==> src/rtl/uart_tx_feeder_pkg.sv <==
// Shared definitions for the UART transmit feeder: feeder FSM encoding and
// the width helper used to size pointers and counters.
package uart_tx_feeder_pkg;

    typedef enum logic [1:0] {
        ST_IDLE      = 2'd0,
        ST_LOAD      = 2'd1,
        ST_WAIT_BUSY = 2'd2,
        ST_WAIT_DONE = 2'd3
    } feeder_state_e;

    // Smallest n with 2**n >= value; returns 0 for value <= 1.
    function automatic int ceil_log2(input int value);
        int result;
        result = 0;
        for (int v = value - 1; v > 0; v = v >> 1) begin
            result = result + 1;
        end
        return result;
    endfunction

endpackage

==> src/rtl/uart_tx_feeder_sync_fifo.sv <==
// Single-clock FIFO with unregistered read port so storage maps onto
// distributed RAM. Callers must not push when full or pop when empty.
module sync_fifo
    import uart_tx_feeder_pkg::*;
#(
    parameter int DATA_BITS = 8,
    parameter int DEPTH     = 16
) (
    input  logic                       clk_i,
    input  logic                       rst_i,
    input  logic                       push_i,
    input  logic                       pop_i,
    input  logic [DATA_BITS-1:0]       din_i,
    output logic [DATA_BITS-1:0]       dout_o,
    output logic [ceil_log2(DEPTH):0]  count_o
);

    localparam int AW = ceil_log2(DEPTH);

    logic [DATA_BITS-1:0] mem_q [DEPTH];
    logic [AW-1:0]        wr_ptr_q, rd_ptr_q;
    logic [AW-1:0]        wr_ptr_d, rd_ptr_d;
    logic [AW:0]          count_q, count_d;

    // Storage is deliberately left out of reset so it can infer as RAM.
    always_ff @(posedge clk_i) begin
        if (push_i) begin
            mem_q[wr_ptr_q] <= din_i;
        end
    end

    always_comb begin
        wr_ptr_d = wr_ptr_q;
        rd_ptr_d = rd_ptr_q;
        count_d  = count_q;
        if (push_i) begin
            wr_ptr_d = wr_ptr_q + AW'(1);
        end
        if (pop_i) begin
            rd_ptr_d = rd_ptr_q + AW'(1);
        end
        if (push_i && !pop_i) begin
            count_d = count_q + (AW+1)'(1);
        end else if (pop_i && !push_i) begin
            count_d = count_q - (AW+1)'(1);
        end
    end

    always_ff @(posedge clk_i or posedge rst_i) begin
        if (rst_i) begin
            wr_ptr_q <= '0;
            rd_ptr_q <= '0;
            count_q  <= '0;
        end else begin
            wr_ptr_q <= wr_ptr_d;
            rd_ptr_q <= rd_ptr_d;
            count_q  <= count_d;
        end
    end

    assign dout_o  = mem_q[rd_ptr_q];
    assign count_o = count_q;

endmodule

==> src/rtl/uart_tx_feeder.sv <==
// Buffers upstream words and hands them one at a time to a uart_tx,
// pulsing tx_start once per word and waiting out the busy window.
module uart_tx_feeder
    import uart_tx_feeder_pkg::*;
#(
    parameter int DATA_BITS  = 8,
    parameter int FIFO_DEPTH = 16
) (
    input  logic                            clk,
    input  logic                            rst,
    input  logic [DATA_BITS-1:0]            in_word,
    input  logic                            in_valid,
    output logic                            in_ready,
    output logic [DATA_BITS-1:0]            tx_word,
    output logic                            tx_start,
    input  logic                            tx_busy,
    output logic [ceil_log2(FIFO_DEPTH):0]  fifo_count,
    output logic                            overflow,
    output logic [1:0]                      dbg_state_o
);

    localparam int CW = ceil_log2(FIFO_DEPTH) + 1;

    feeder_state_e        state_q, state_d;
    logic [DATA_BITS-1:0] tx_word_q, tx_word_d;
    logic                 overflow_q, overflow_d;
    logic                 push, pop;
    logic [DATA_BITS-1:0] fifo_dout;
    logic [CW-1:0]        count;

    // Upstream handshake: a word transfers on any rising edge where in_valid
    // and in_ready are both high. in_ready depends only on registered count,
    // and in_valid while full drops the word and latches overflow.
    assign in_ready = (count != CW'(FIFO_DEPTH));
    assign push     = in_valid & in_ready;

    sync_fifo #(
        .DATA_BITS (DATA_BITS),
        .DEPTH     (FIFO_DEPTH)
    ) u_fifo (
        .clk_i   (clk),
        .rst_i   (rst),
        .push_i  (push),
        .pop_i   (pop),
        .din_i   (in_word),
        .dout_o  (fifo_dout),
        .count_o (count)
    );

    always_comb begin
        state_d    = state_q;
        pop        = 1'b0;
        tx_start   = 1'b0;
        overflow_d = overflow_q | (in_valid & ~in_ready);
        case (state_q)
            ST_IDLE: begin
                if (count != '0 && !tx_busy) begin
                    pop     = 1'b1;
                    state_d = ST_LOAD;
                end
            end
            ST_LOAD: begin
                tx_start = 1'b1;
                state_d  = ST_WAIT_BUSY;
            end
            ST_WAIT_BUSY: begin
                if (tx_busy) begin
                    state_d = ST_WAIT_DONE;
                end
            end
            ST_WAIT_DONE: begin
                if (!tx_busy) begin
                    state_d = ST_IDLE;
                end
            end
            default: state_d = ST_IDLE;
        endcase
        tx_word_d = pop ? fifo_dout : tx_word_q;
    end

    always_ff @(posedge clk or posedge rst) begin
        if (rst) begin
            state_q    <= ST_IDLE;
            tx_word_q  <= '0;
            overflow_q <= 1'b0;
        end else begin
            state_q    <= state_d;
            tx_word_q  <= tx_word_d;
            overflow_q <= overflow_d;
        end
    end

    assign tx_word     = tx_word_q;
    assign fifo_count  = count;
    assign overflow    = overflow_q;
    assign dbg_state_o = state_q;

endmodule

==> config.mk <==
export PLATFORM = sky130hd
export DESIGN_NAME = uart_tx_feeder
export DESIGN_NICKNAME = d
export VERILOG_FILES = /design/src/rtl/uart_tx_feeder_pkg.sv /design/src/rtl/uart_tx_feeder_sync_fifo.sv /design/src/rtl/uart_tx_feeder.sv
export SDC_FILE = /design/constraint.sdc
export NUM_CORES = 1
export LEC_CHECK = 0
export ABC_CLOCK_PERIOD_IN_PS = 3000
export CAP_MARGIN = 20
export CORE_MARGIN = 1.5
export CORE_UTILIZATION = 58
export DETAILED_ROUTE_END_ITERATION = 8
export PLACE_DENSITY = 0.76
export SYNTH_ARGS = -nofsm -noshare
export SYNTH_HDL_FRONTEND = slang
export SYNTH_SLANG_ARGS = --single-unit
==> constraint.sdc <==
create_clock -name clk -period 3 [get_ports clk]
set_input_delay 0.6 -clock clk [delete_from_list [all_inputs] [get_ports clk]]
set_output_delay 0.6 -clock clk [all_outputs]
set_load 0.05 [all_outputs]
Word-level counts from Yosys, hierarchy flattened
Memory sizes are Yosys's and may differ from the RTL's. A register that Yosys moved wholly into a read port is not among the register bits.
Cells that the tools add are included.

word-level totals
  bits in registers = 16
  bits in latches = 0
  memory bits (writable) = 128
  memory bits (read-only) = 0
  word-level logic and storage cells = 42
  memories = 1

memories
  memory        depth  bits a word  read ports  clocked after memory_dff  write ports  RTL line                        source
  u_fifo.mem_q  16     8            1           1                         1            uart_tx_feeder_sync_fifo.sv:20  logic [DATA_BITS-1:0] mem_q [DEPTH];

operators by class
  $add $sub $neg = 4
  multiply operators = 0
  div/mod/pow operators = 0
  $lt $le $gt $ge = 0
  eq/ne operators = 7
  shift-type cells = 0
  muxes and demuxes = 11
  bitwise gates (word level) = 4
  reductions and logical operators = 10

operators by type and width
  kind                                                                   count
  5-bit two-way mux                                                      2
  4-bit by 1-bit adder with 4-bit output, second input constant          2
  2-bit one-hot mux with 4 select lines                                  1
  2-bit two-way mux                                                      3
  2-bit != test, second input constant                                   3
  5-bit by 1-bit adder with 5-bit output, second input constant          1
  1-bit two-way mux                                                      5
  5-bit != test, second input constant                                   1
  5-bit nonzero test                                                     1
  5-bit by 1-bit subtractor with 5-bit output, second input constant     1
  2-bit equality test, second input constant                             2
  1-bit logical AND                                                      3
  1-bit logical NOT                                                      3
  3-bit AND reduction                                                    1
  1-bit AND                                                              2
  2-bit by 1-bit equality test with 1-bit output, second input constant  1
  2-bit logical NOT                                                      1
  2-bit nonzero test                                                     1
  1-bit inverter                                                         1
  1-bit OR                                                               1

Logic depth before layout (Yosys ltp)
  word-level depth = 7
  depth in mapped cells = 13

Modules after synthesis
Synthesis repeated with hierarchy kept, for this count alone.

unflattened totals
  cell total of the unflattened synthesis = 327
  area, all modules = 6292.3 um^2

by module, submodules not included
  module          instances  cells an instance  area each (um^2)  sequential area each (um^2)
  sync_fifo       1          282                5729.2            4169.0
  uart_tx_feeder  1          45                 563.0             275.3

Least setup slack after synthesis
No wires, ideal clock.

  kind = register to register
  start = register state_q[0] (netlist: dbg_state_o[0])
  end = register u_fifo.count_q[4] (netlist: u_fifo.count_o[4])
  arrival time = 2.675 ns
  data required time = 2.856 ns
  setup slack = 0.181 ns
  cell stages (with the launch flop) = 14
  path buffers = 1
  clock period less this slack = 2.819 ns
  path through = dfrtp_1 > inv_1 > ha_1 > nand2b_1 > a21oi_2 > buf_2 > inv_1 > ha_1 > inv_1 > fa_1 > a21o_1 > a21oi_1 > mux2i_1 > xnor2_1

between the ends
  word-level cells in the longest chain between the ends = 5
  elaborated cells on any way between the ends = 7

RTL lines
  what                                                     RTL line                        source
  start, declared                                          uart_tx_feeder.sv:24            feeder_state_e state_q, state_d;
  start signal, assigned                                   uart_tx_feeder.sv:87            state_q <= state_d;
  2-bit logical NOT *                                      uart_tx_feeder.sv:55            case (state_q)
  1-bit two-way mux *                                      uart_tx_feeder.sv:55
  1-bit logical NOT                                        uart_tx_feeder_sync_fifo.sv:42  if (push_i && !pop_i) begin
  1-bit logical AND                                        uart_tx_feeder_sync_fifo.sv:42
  5-bit two-way mux or 2-bit nonzero test (tied branches)  --
  end signal, assigned                                     uart_tx_feeder_sync_fifo.sv:57  count_q <= count_d;
  end, declared                                            uart_tx_feeder_sync_fifo.sv:23  logic [AW:0] count_q, count_d;

Every way passes the cells marked *; elsewhere a longest branch is shown, timed or not.
A chain may end at the register's enable or synchronous reset.

Worst setup path in the final report
  start = register u_fifo.count_q[1] (netlist: u_fifo.count_o[1])
  end = output port in_ready

between the ends
  word-level cells in the longest chain between the ends = 1

RTL lines
  what           RTL line              source
  5-bit != test  uart_tx_feeder.sv:34  assign in_ready = (count != CW'(FIFO_DEPTH));
  end, declared  uart_tx_feeder.sv:13  output logic in_ready,

Every way passes these cells.

==> summary.txt <==
Drt
  • DR DRC count: 0
  • Total Wirelength: 11.5 mm
  • Via density: 5.96
  • WL per Instance: 21.9 µm
  • DRT Pass-1 Iters: 5
  • Top Layer Used: met4
  • DR WL met2: 5.84 mm
  • Routed wl met3: 639 µm
  • Antenna Nets Post-Route: 0
  • DR iter-0 viols: 233
  • Total number of vias: 3139
  • WL met1: 4.91 mm

Logic synthesis
  • EDFF count, synth: 128
  • Gate Count Post-Synth: 325
  • Cell variety after synth: 36
  • Sequential area share after synthesis: 71.3%
  • Mapped Area: 6230 µm²
  • Top-count cell post-synth: edfxtp_1
  • Largest area contributor in the netlist: edfxtp_1
  • Asr flop ratio synth: 15.8%
  • Avg Cell Area, Syn: 19.2 µm²
  • Synth top cells by count: 128 x edfxtp_1, 24 x dfrtp_1, 23 x nor2_1, 16 x mux4_1, 16 x mux4_2
  • #FFs+latches synth: 152
  • Main synth FF type: edfxtp_1
  • Synth top area cells: edfxtp_1 62%, dfrtp_1 9.6%, mux4_1 6.7%, mux4_2 5.8%, ha_1 2.6%
  • Synth top area share: 61.7%
  • Synth Warn #: 0
  • Syn_nets: 351

Placement
  • Post-DP HPWL: 7.10 mm
  • Cell Area, Placed: 6750 µm²
  • Final Wtd Congestion: 0.753
  • Number of port buffers: 29

GRT
  • Total gr overflow: 0
  • Initial antenna violation count: 0
  • Gr usage total: 22.3%
  • First-pass GRT wire length: 18.1 mm
  • Largest net degree at the start of global routing: 34
  • Vias in the first global route: 3192

Die
  • Die H: 107 µm
  • Core area: 10400 µm²
  • Die X-Extent: 107 µm
  • Row count: 37
  • # IOs: 30
  • Initial Util: 60.1%
  • DIE AREA: 11400 µm²

Worst setup path
  • CP Class: reg -> out
  • CP max-delay cell: clkdlybuf4s50_1
  • CP max stage delay: 0.72 ns
  • Crit path max fanout: 5
  • FF-to-FF Start: dbg_state_o[0]
  • Worst endpoint required time: 2.40 ns
  • Worst Setup End Kind: output port
  • Worst path arrival time: 2.16 ns
  • Reg2reg end: u_fifo.count_o[4]
  • Worst Setup EP: in_ready
  • Critical Path Start: u_fifo.count_o[1]
  • CP Cell Sequence: nor3_4, nand3_1, clkdlybuf4s50_1
  • Startpoint Class: flop
  • FF-to-FF setup slack: 0.46 ns
  • Reg2reg path depth: 12

Pwr
  • Switching part of the total: 32.8%
  • Sw Pwr: 2490 µW
  • Pwr dens: 1030 nW/µm²
  • Int Power: 5100 µW
  • Seq pwr share: 38.6%
  • Clock share of power: 29.1%
  • Combinational Power Share: 32.3%
  • Static Leak: 0.00260 µW
  • VDD IR max: 0.756 mV

CTS
  • Clock transition at path regs: 0.06 ns
  • Num CTS Buffers: 17
  • CTS Sinks: 152
  • Root buffer cell: clkbuf_8
  • Clk buf depth: 2
  • Post-CTS setup buffers: 0
  • Post-CTS sizing: 0
  • # hold bufs at CTS: 0
  • Worst-Skew Late Latency: 0.52 ns
  • CTS H-tree lvls: 4
  • CTS tree: done

Layout
  • Post-layout instance area: 7370 µm²
  • Footprint of the multi-input gates: 1630 µm²
  • Antenna cells: 0
  • Final net count: 404
  • Area grow syn2layout: 18.3%
  • Filler cell count: 637
  • Share of layout cells above drive strength 1: 20.2%
  • Sequential cell area: 4450 µm²

STA
  • Slew headroom: 50.9%
  • Fin crit period: 2.76 ns
  • Worst-margin pin slew: 0.736 ns
  • Fmax: 363 MHz
  • Final hold vios: 0
  • Final setup viols: 0
  • Setup TNS: 0 ns
  • RSZ-0062 raised after global routing: no
  • Fin Clk Skew: 0.00676 ns
  • Final worst-path cycle share: 91.9%
  • Slew Viols, Final: 0

Flow run
  • Max-cap violations: 0

Status
  • Status: finished, final reports clean

Hold path
  • Min-Delay Path Class: reg -> reg
-- worst max-delay path: cells and delay by family, from the launching register on --
family	cells	cell delay [ns]
flops	1	0.46
buf+inv	1	0.72
simple gates	2	0.46
-- logic make-up after synthesis --
logic type / after synthesis / share of synthesized area (%)
AO/OA/AOI/OAI: 31 / 3.65
buffers and inverters: 26 / 2.51
multiplexers: 45 / 14.7
flip-flops: 152 / 71.3
adder cells (fa/ha/maj): 14 / 2.93
AND/OR/NAND/NOR: 47 / 3.49
XOR/XNOR: 10 / 1.41
-- cell type report --
| cell class | count | share of cell area [%] |
|---|---|---|
| clock buffers | 18 | 5.80 |
| flip-flops and latches | 152 | 60.3 |
| multi-input cells | 147 | 22.1 |
| inverters | 9 | 0.458 |
| repair buffers | 51 | 6.35 |
| clock inverters | 14 | 2.65 |
| well taps | 136 | 2.31 |
-- power groups by stage --
stage / Sequential (µW) / Combinational (µW) / Clock (µW)
5_1_grt: 2970 / 2640 / 2320
4_1_cts: 2930 / 2480 / 2250
2_1_floorplan: 3190 / 1560 / 0
6_report: 2930 / 2450 / 2210
3_3_place_gp: 2940 / 2400 / 0
3_5_place_dp: 2970 / 2440 / 0
-- routing by layer --
| metal | GRT usage (%) | vias to the layer above |
|---|---|---|
| met5 | 0 | - |
| met4 | 8.48 | 0 |
| met3 | 4.98 | 13 |
| met2 | 36.7 | 91 |
| met1 | 29.6 | 1623 |
| li1 | - | 1412 |
-- flip-flops by register name, indices dropped and copies added, names as in the netlist --
signal           count
dbg_state_o          2
overflow             1
tx_word              8
u_fifo.count_o       5
u_fifo.mem_q       128
u_fifo.rd_ptr_q      4
u_fifo.wr_ptr_q      4
-- worst min path at each step --
stage / start / end / cells past startpoint
CTS: overflow / overflow / 1
finish: overflow / overflow / 1
global route: overflow / overflow / 1
global placement: overflow / overflow / 1
floorplan: u_fifo.rd_ptr_q[0] / u_fifo.rd_ptr_q[0] / 1
detailed placement: overflow / overflow / 1
-- through the flow --
step / power, µW / hold slack [ns] / utilization [%] / setup WS [ns] / std cells
2_1_floorplan: 4760 / 0.504 / - / 0.181 / 325
3_5_place_dp: 5410 / 0.465 / 65.1 / 0.179 / 495
3_3_place_gp: 5350 / 0.471 / 65.1 / 0.253 / 495
6_report: 7590 / 0.472 / 71.1 / 0.242 / 527
4_1_cts: 7660 / 0.479 / 71.1 / 0.203 / 527
5_1_grt: 7930 / 0.552 / 71.1 / 0.166 / 527
-- cell usage in the layout, fill, tap and decap left out, types with 9 or more instances in the layout --
cell / count
mux4_2: 16
clkbuf_16: 16
nand2_1: 9
mux2i_1: 9
mux4_1: 16
clkdlybuf4s50_1: 29
ha_1: 13
edfxtp_1: 128
inv_1: 9
buf_4: 21
a221oi_1: 9
dfrtp_1: 23
nor2_1: 23
Power figures use the tool's default switching activity.
